--- config.mk ---
export PLATFORM = sky130hd
export DESIGN_NAME = pwm_multi
export DESIGN_NICKNAME = d
export VERILOG_FILES = /design/src/rtl/pwm_multi.sv
export SDC_FILE = /design/constraint.sdc
export NUM_CORES = 1
export LEC_CHECK = 0
export CAP_MARGIN = 0
export CORE_MARGIN = 4
export CORE_UTILIZATION = 40
export CTS_BUF_LIST = sky130_fd_sc_hd__clkbuf_8 sky130_fd_sc_hd__clkbuf_16
export CTS_CLUSTER_SIZE = 30
export DETAILED_ROUTE_END_ITERATION = 8
export PLACE_DENSITY = 0.69
export SETUP_SLACK_MARGIN = 0.5
export SLEW_MARGIN = 15
export SYNTH_ARGS = -nofsm -noshare
export SYNTH_HDL_FRONTEND = slang
export SYNTH_SLANG_ARGS = --single-unit
--- constraint.sdc ---
create_clock -name clk -period 2 [get_ports clk]
set_input_delay 0.2 -clock clk [delete_from_list [all_inputs] [get_ports clk]]
set_output_delay 0.2 -clock clk [all_outputs]
set_load 0.02 [all_outputs]
--- src/rtl/pwm_multi.sv ---
// Multi-channel PWM generator: one shared period counter and double-buffered period/duty.
// Define PWM_CENTER_ALIGN_EN for an up/down (center-aligned) counter; edge-aligned otherwise.
module pwm_multi #(
    parameter int CHANNELS = 4,
    parameter int CNT_W    = 21
) (
    input  logic                      clk,
    input  logic                      rst,
    input  logic                      en,
    input  logic [CNT_W-1:0]          period,
    input  logic [CHANNELS*CNT_W-1:0] duty,
    input  logic                      load,
    output logic [CHANNELS-1:0]       pwm_out,
    output logic                      period_tick,
    output logic                      pending
);

    logic [CNT_W-1:0]          cnt_reg, cnt_next;
    logic [CNT_W-1:0]          period_act_reg, period_act_next, shadow_period_reg;
    logic [CHANNELS*CNT_W-1:0] duty_act_reg, duty_act_next, shadow_duty_reg;
    logic                      pending_reg, pending_next;
    logic [CHANNELS-1:0]       pwm_reg, pwm_next;
    logic                      tick_reg;
    logic                      boundary;
    logic                      apply_now;

`ifdef PWM_CENTER_ALIGN_EN
    logic dir_down_reg, dir_down_next;

    // The top end only turns the counter around; the period closes at the bottom.
    always_comb begin
        boundary = en && ((period_act_reg == '0) || (dir_down_reg && (cnt_reg == '0)));
    end

    always_comb begin
        cnt_next      = cnt_reg;
        dir_down_next = dir_down_reg;
        if (!en) begin
            cnt_next      = '0;
            dir_down_next = 1'b0;
        end else if (boundary) begin
            dir_down_next = 1'b0;
            cnt_next      = (period_act_next == '0) ? '0 : CNT_W'(1);
        end else if (!dir_down_reg) begin
            if (cnt_reg == period_act_reg) begin
                dir_down_next = 1'b1;
                cnt_next      = cnt_reg - CNT_W'(1);
            end else begin
                cnt_next = cnt_reg + CNT_W'(1);
            end
        end else begin
            cnt_next = cnt_reg - CNT_W'(1);
        end
    end

    always_ff @(posedge clk) begin
        if (rst) begin
            dir_down_reg <= 1'b0;
        end else begin
            dir_down_reg <= dir_down_next;
        end
    end
`else
    always_comb begin
        boundary = en && (cnt_reg == period_act_reg);
    end

    always_comb begin
        cnt_next = cnt_reg + CNT_W'(1);
        if (!en || boundary) begin
            cnt_next = '0;
        end
    end
`endif

    // A load landing on an apply cycle goes straight to the active set.
    always_comb begin
        apply_now       = boundary || !en;
        period_act_next = period_act_reg;
        duty_act_next   = duty_act_reg;
        pending_next    = pending_reg;
        if (apply_now) begin
            if (load) begin
                period_act_next = period;
                duty_act_next   = duty;
                pending_next    = 1'b0;
            end else if (pending_reg) begin
                period_act_next = shadow_period_reg;
                duty_act_next   = shadow_duty_reg;
                pending_next    = 1'b0;
            end
        end else if (load) begin
            pending_next = 1'b1;
        end
    end

    for (genvar gi = 0; gi < CHANNELS; gi++) begin : g_cmp
        assign pwm_next[gi] = en && (cnt_reg < duty_act_reg[gi*CNT_W +: CNT_W]);
    end

    always_ff @(posedge clk) begin
        if (rst) begin
            cnt_reg           <= '0;
            period_act_reg    <= '0;
            duty_act_reg      <= '0;
            shadow_period_reg <= '0;
            shadow_duty_reg   <= '0;
            pending_reg       <= 1'b0;
            pwm_reg           <= '0;
            tick_reg          <= 1'b0;
        end else begin
            cnt_reg        <= cnt_next;
            period_act_reg <= period_act_next;
            duty_act_reg   <= duty_act_next;
            pending_reg    <= pending_next;
            pwm_reg        <= pwm_next;
            tick_reg       <= boundary;
            if (load) begin
                shadow_period_reg <= period;
                shadow_duty_reg   <= duty;
            end
        end
    end

    assign pwm_out     = pwm_reg;
    assign period_tick = tick_reg;
    assign pending     = pending_reg;

endmodule

==> impl_metrics.ini <==
[timing]
final-hold-violation-count = 0
timing.slew.headroom_pct = 65.0
maxClockFrequency_mhz = 502
hold_slack_ns = 0.0589
fin_skew_ns = 0.0203
grt_setup_unrepaired = true
layout_worst_path_cycle_share_pct = 99.5
report.final.setup_viol = 0
finalMaxSlewViolations = 0
fin_crit_ns = 1.99
tightestPinTransition_ns = 0.523

[synthesis]
syn-num-nets = 1188
seq_area_frac_synth_pct = 47.2
post_synth_inst_count = 998
dominantRegCellSynth = sky130_fd_sc_hd__dfxtp_1
synth_edf_count = 0
syn_area_per_cell_um2 = 10.1
ys_types = 36
yosys.area.top_type = sky130_fd_sc_hd__dfxtp_1
synth-async-reset-ratio_pct = 0
synth.area.top_cells = sky130_fd_sc_hd__dfxtp_1 47%, sky130_fd_sc_hd__mux2i_1 10%, sky130_fd_sc_hd__ha_1 10%, sky130_fd_sc_hd__a22o_1 9.1%, sky130_fd_sc_hd__nor2_1 5.4%
ys_warn_count = 0
synth-seq-cells = 237
syn-cell-area_mm2 = 0.0101
synthDominantCellAreaShare_pct = 47.2

[pwr]
static-leakage-power_nw = 5.90
pwr_density_cell_mw_per_mm2 = 892
max-vdd-ir-drop_mv = 0.540

[finish]
multi_input_comb_area_mm2 = 0.00515
layout-drive-gt1-share_pct = 14.7
seq_area_mm2 = 0.00477
num-fill-cells = 2098
layout.cells.most_common = sky130_fd_sc_hd__dfxtp_1
antenna_cells_inserted = 0
final_cell_mix = 220 x sky130_fd_sc_hd__dfxtp_1, 126 x sky130_fd_sc_hd__nor2_1, 106 x sky130_fd_sc_hd__clkdlybuf4s50_1
area_delta_synth_final_pct = 33.4
final_net_count = 1334
stdcell_count = 1486

[worst_setup_path]
timing.critical_path.cells = xor2_1 > nor4_1 > nand2_1 > buf_6 > o31ai_4 > buf_6 > clkbuf_16 > a22o_1
worst-endpoint-arrival_ns = 2.45
timing.critical_path.mode_cell = sky130_fd_sc_hd__buf_6
critical_path_startpoint = cnt_reg[9]
cp_top_family = buffers and inverters
r2r_start = cnt_reg[9]
max_stage_delay_ns = 0.33
path_max_fanout = 13
worst_path_class_setup = flop to flop
path_buf_inv = 3
cp-end-kind = flop
required_ns = 2.46
critPathSlowestCell = sky130_fd_sc_hd__dfxtp_2
timing.critical_path.from_type = flop

[route]
routed-wl-met2_um = 11400
routed_wirelength_um = 24800
maxUsedRoutingLayer = met4
route.layer.met1.wl_um = 11800
dr.first_iter.drc_count = 367
number_of_routed_nets_with_antenna_violations = 0
wire_length_per_cell_after_detailed_routing_um = 16.7
drcViolationCount = 0
detailroute.via_count = 7396
drt-pass1-iter-count = 5
met3RoutedLength_um = 1150
drt-vias-per-instance = 4.98

[grt]
grt_start_max_net_pins = 106
grt.total_usage_pct = 17.3
grt.overflow.total = 0
grt_first_pass_wirelength_um = 40200
number_of_antenna_violations_at_the_first_check_in_global_routing = 0
grt_pass1_vias = 7632

[die]
core_mm2 = 0.0245
initial_utilization_pct = 41.0
die_h_um = 167
io_pins = 115
row_count = 57
die_area_mm2 = 0.0277
die_width_um = 167

[place]
dpl.hpwl_um = 16000
numPortBuffers = 114
cell_count_post_placement = 1420
routabilityCongestion = 0.854

[hold_path]
min-delay-start = load
worst_hold_path_type = primary input to flop

[cts]
clock_buffer_count_from_cts = 24
clock_sinks = 237
tritoncts = built
clkLatencyLatePin_ns = 0.52
cts.root.buffer_cell = sky130_fd_sc_hd__clkbuf_16
cts_max_path_buffers = 3
htree_levels = 1
clk_pin_slew_worst_paths_ns = 0.07

[outcome]
status = finished, final reports clean

[flow_run]
max_cap_viol_count = 0
## what timing repair did
item | in CTS | in global routing
setup buffers | 13 | 2
hold buffers | 0 | 0
pin swaps | 21 | 11
resized for setup | 57 | 40
endpoints found under the setup margin | 138 | 136
gates cloned | 5 | 2
## cell type report
type	instances	area share (%)
Clock inverter	16	1.26
Inverter	84	2.35
Timing Repair Buffer	170	14.4
Clock buffer	28	4.97
Tap cell	324	3.02
Sequential cell	237	35.6
Multi-Input combinational cell	627	38.4
## report_power, final
group / total (mW) / internal, mW / switching [mW]
Clock: 4.68 / 2.78 / 1.89
Sequential: 5.22 / 5.06 / 0.158
Combinational: 2.08 / 1.06 / 1.02
Total: 12.0 / 8.90 / 3.07
## kinds of logic (layout without fill, tap and decap cells)
kind of cell	count (synthesis)	in the layout	synth area share (%)
buffers and inverters	134	298	5.57
xor gates and xnor gates	40	40	3.48
muxes	105	105	10.5
adders and majority gates	81	81	10.1
DFF	237	237	47.2
AOI/OAI and AO/OA	179	179	13.7
and+or+nand+nor	222	222	9.54
## Yosys cell counts, types with 10 or more instances
cell / instances
sky130_fd_sc_hd__a21oi_1: 35
sky130_fd_sc_hd__a22o_1: 105
sky130_fd_sc_hd__buf_2: 10
sky130_fd_sc_hd__clkbuf_1: 29
sky130_fd_sc_hd__dfxtp_1: 237
sky130_fd_sc_hd__ha_1: 81
sky130_fd_sc_hd__inv_1: 84
sky130_fd_sc_hd__mux2i_1: 105
sky130_fd_sc_hd__nand2_1: 23
sky130_fd_sc_hd__nand4_1: 19
sky130_fd_sc_hd__nor2_1: 146
sky130_fd_sc_hd__o21ai_0: 11
sky130_fd_sc_hd__xor2_1: 32
## worst paths after layout
check	endpoint	slack, ns	cells after the start
setup / recovery	period_act_reg[7]	0.01	8
hold / removal	pending	0.06	3
hold reg to reg	duty_act_reg[39]	0.48	1
setup reg to reg	period_act_reg[7]	0.01	8
## metrics by stage
| step | utilization [%] | instance area [µm²] | total power [mW] | worst slack [ns] | setup TNS, ns |
|---|---|---|---|---|---|
| 6_report | 54.7 | 13400 | 12.0 | 0.00990 | 0 |
| 5_1_grt | 54.7 | 13400 | 12.5 | -0.0580 | -3.28 |
| 4_1_cts | 53.7 | 13200 | 11.9 | 0.0636 | 0 |
| 3_5_place_dp | 48.0 | 11800 | 6.95 | -0.0245 | -0.347 |
| 3_3_place_gp | 48.0 | 11800 | 6.91 | 0.000995 | 0 |
| 2_1_floorplan | - | 10100 | 6.35 | 0.0362 | 0 |
## routing by layer
metal	global-route usage [%]	up-vias
li1	-	3787
met1	23.8	3416
met2	28.3	155
met3	3.18	38
met4	4.34	0
met5	0	-
## worst min-delay path, cell delays in order
cell	delay, ns
sky130_fd_sc_hd__buf_6	0.10
sky130_fd_sc_hd__nor2_1	0.13
sky130_fd_sc_hd__nor2_2	0.12
Note: power is estimated with default switching activity, not from simulation.
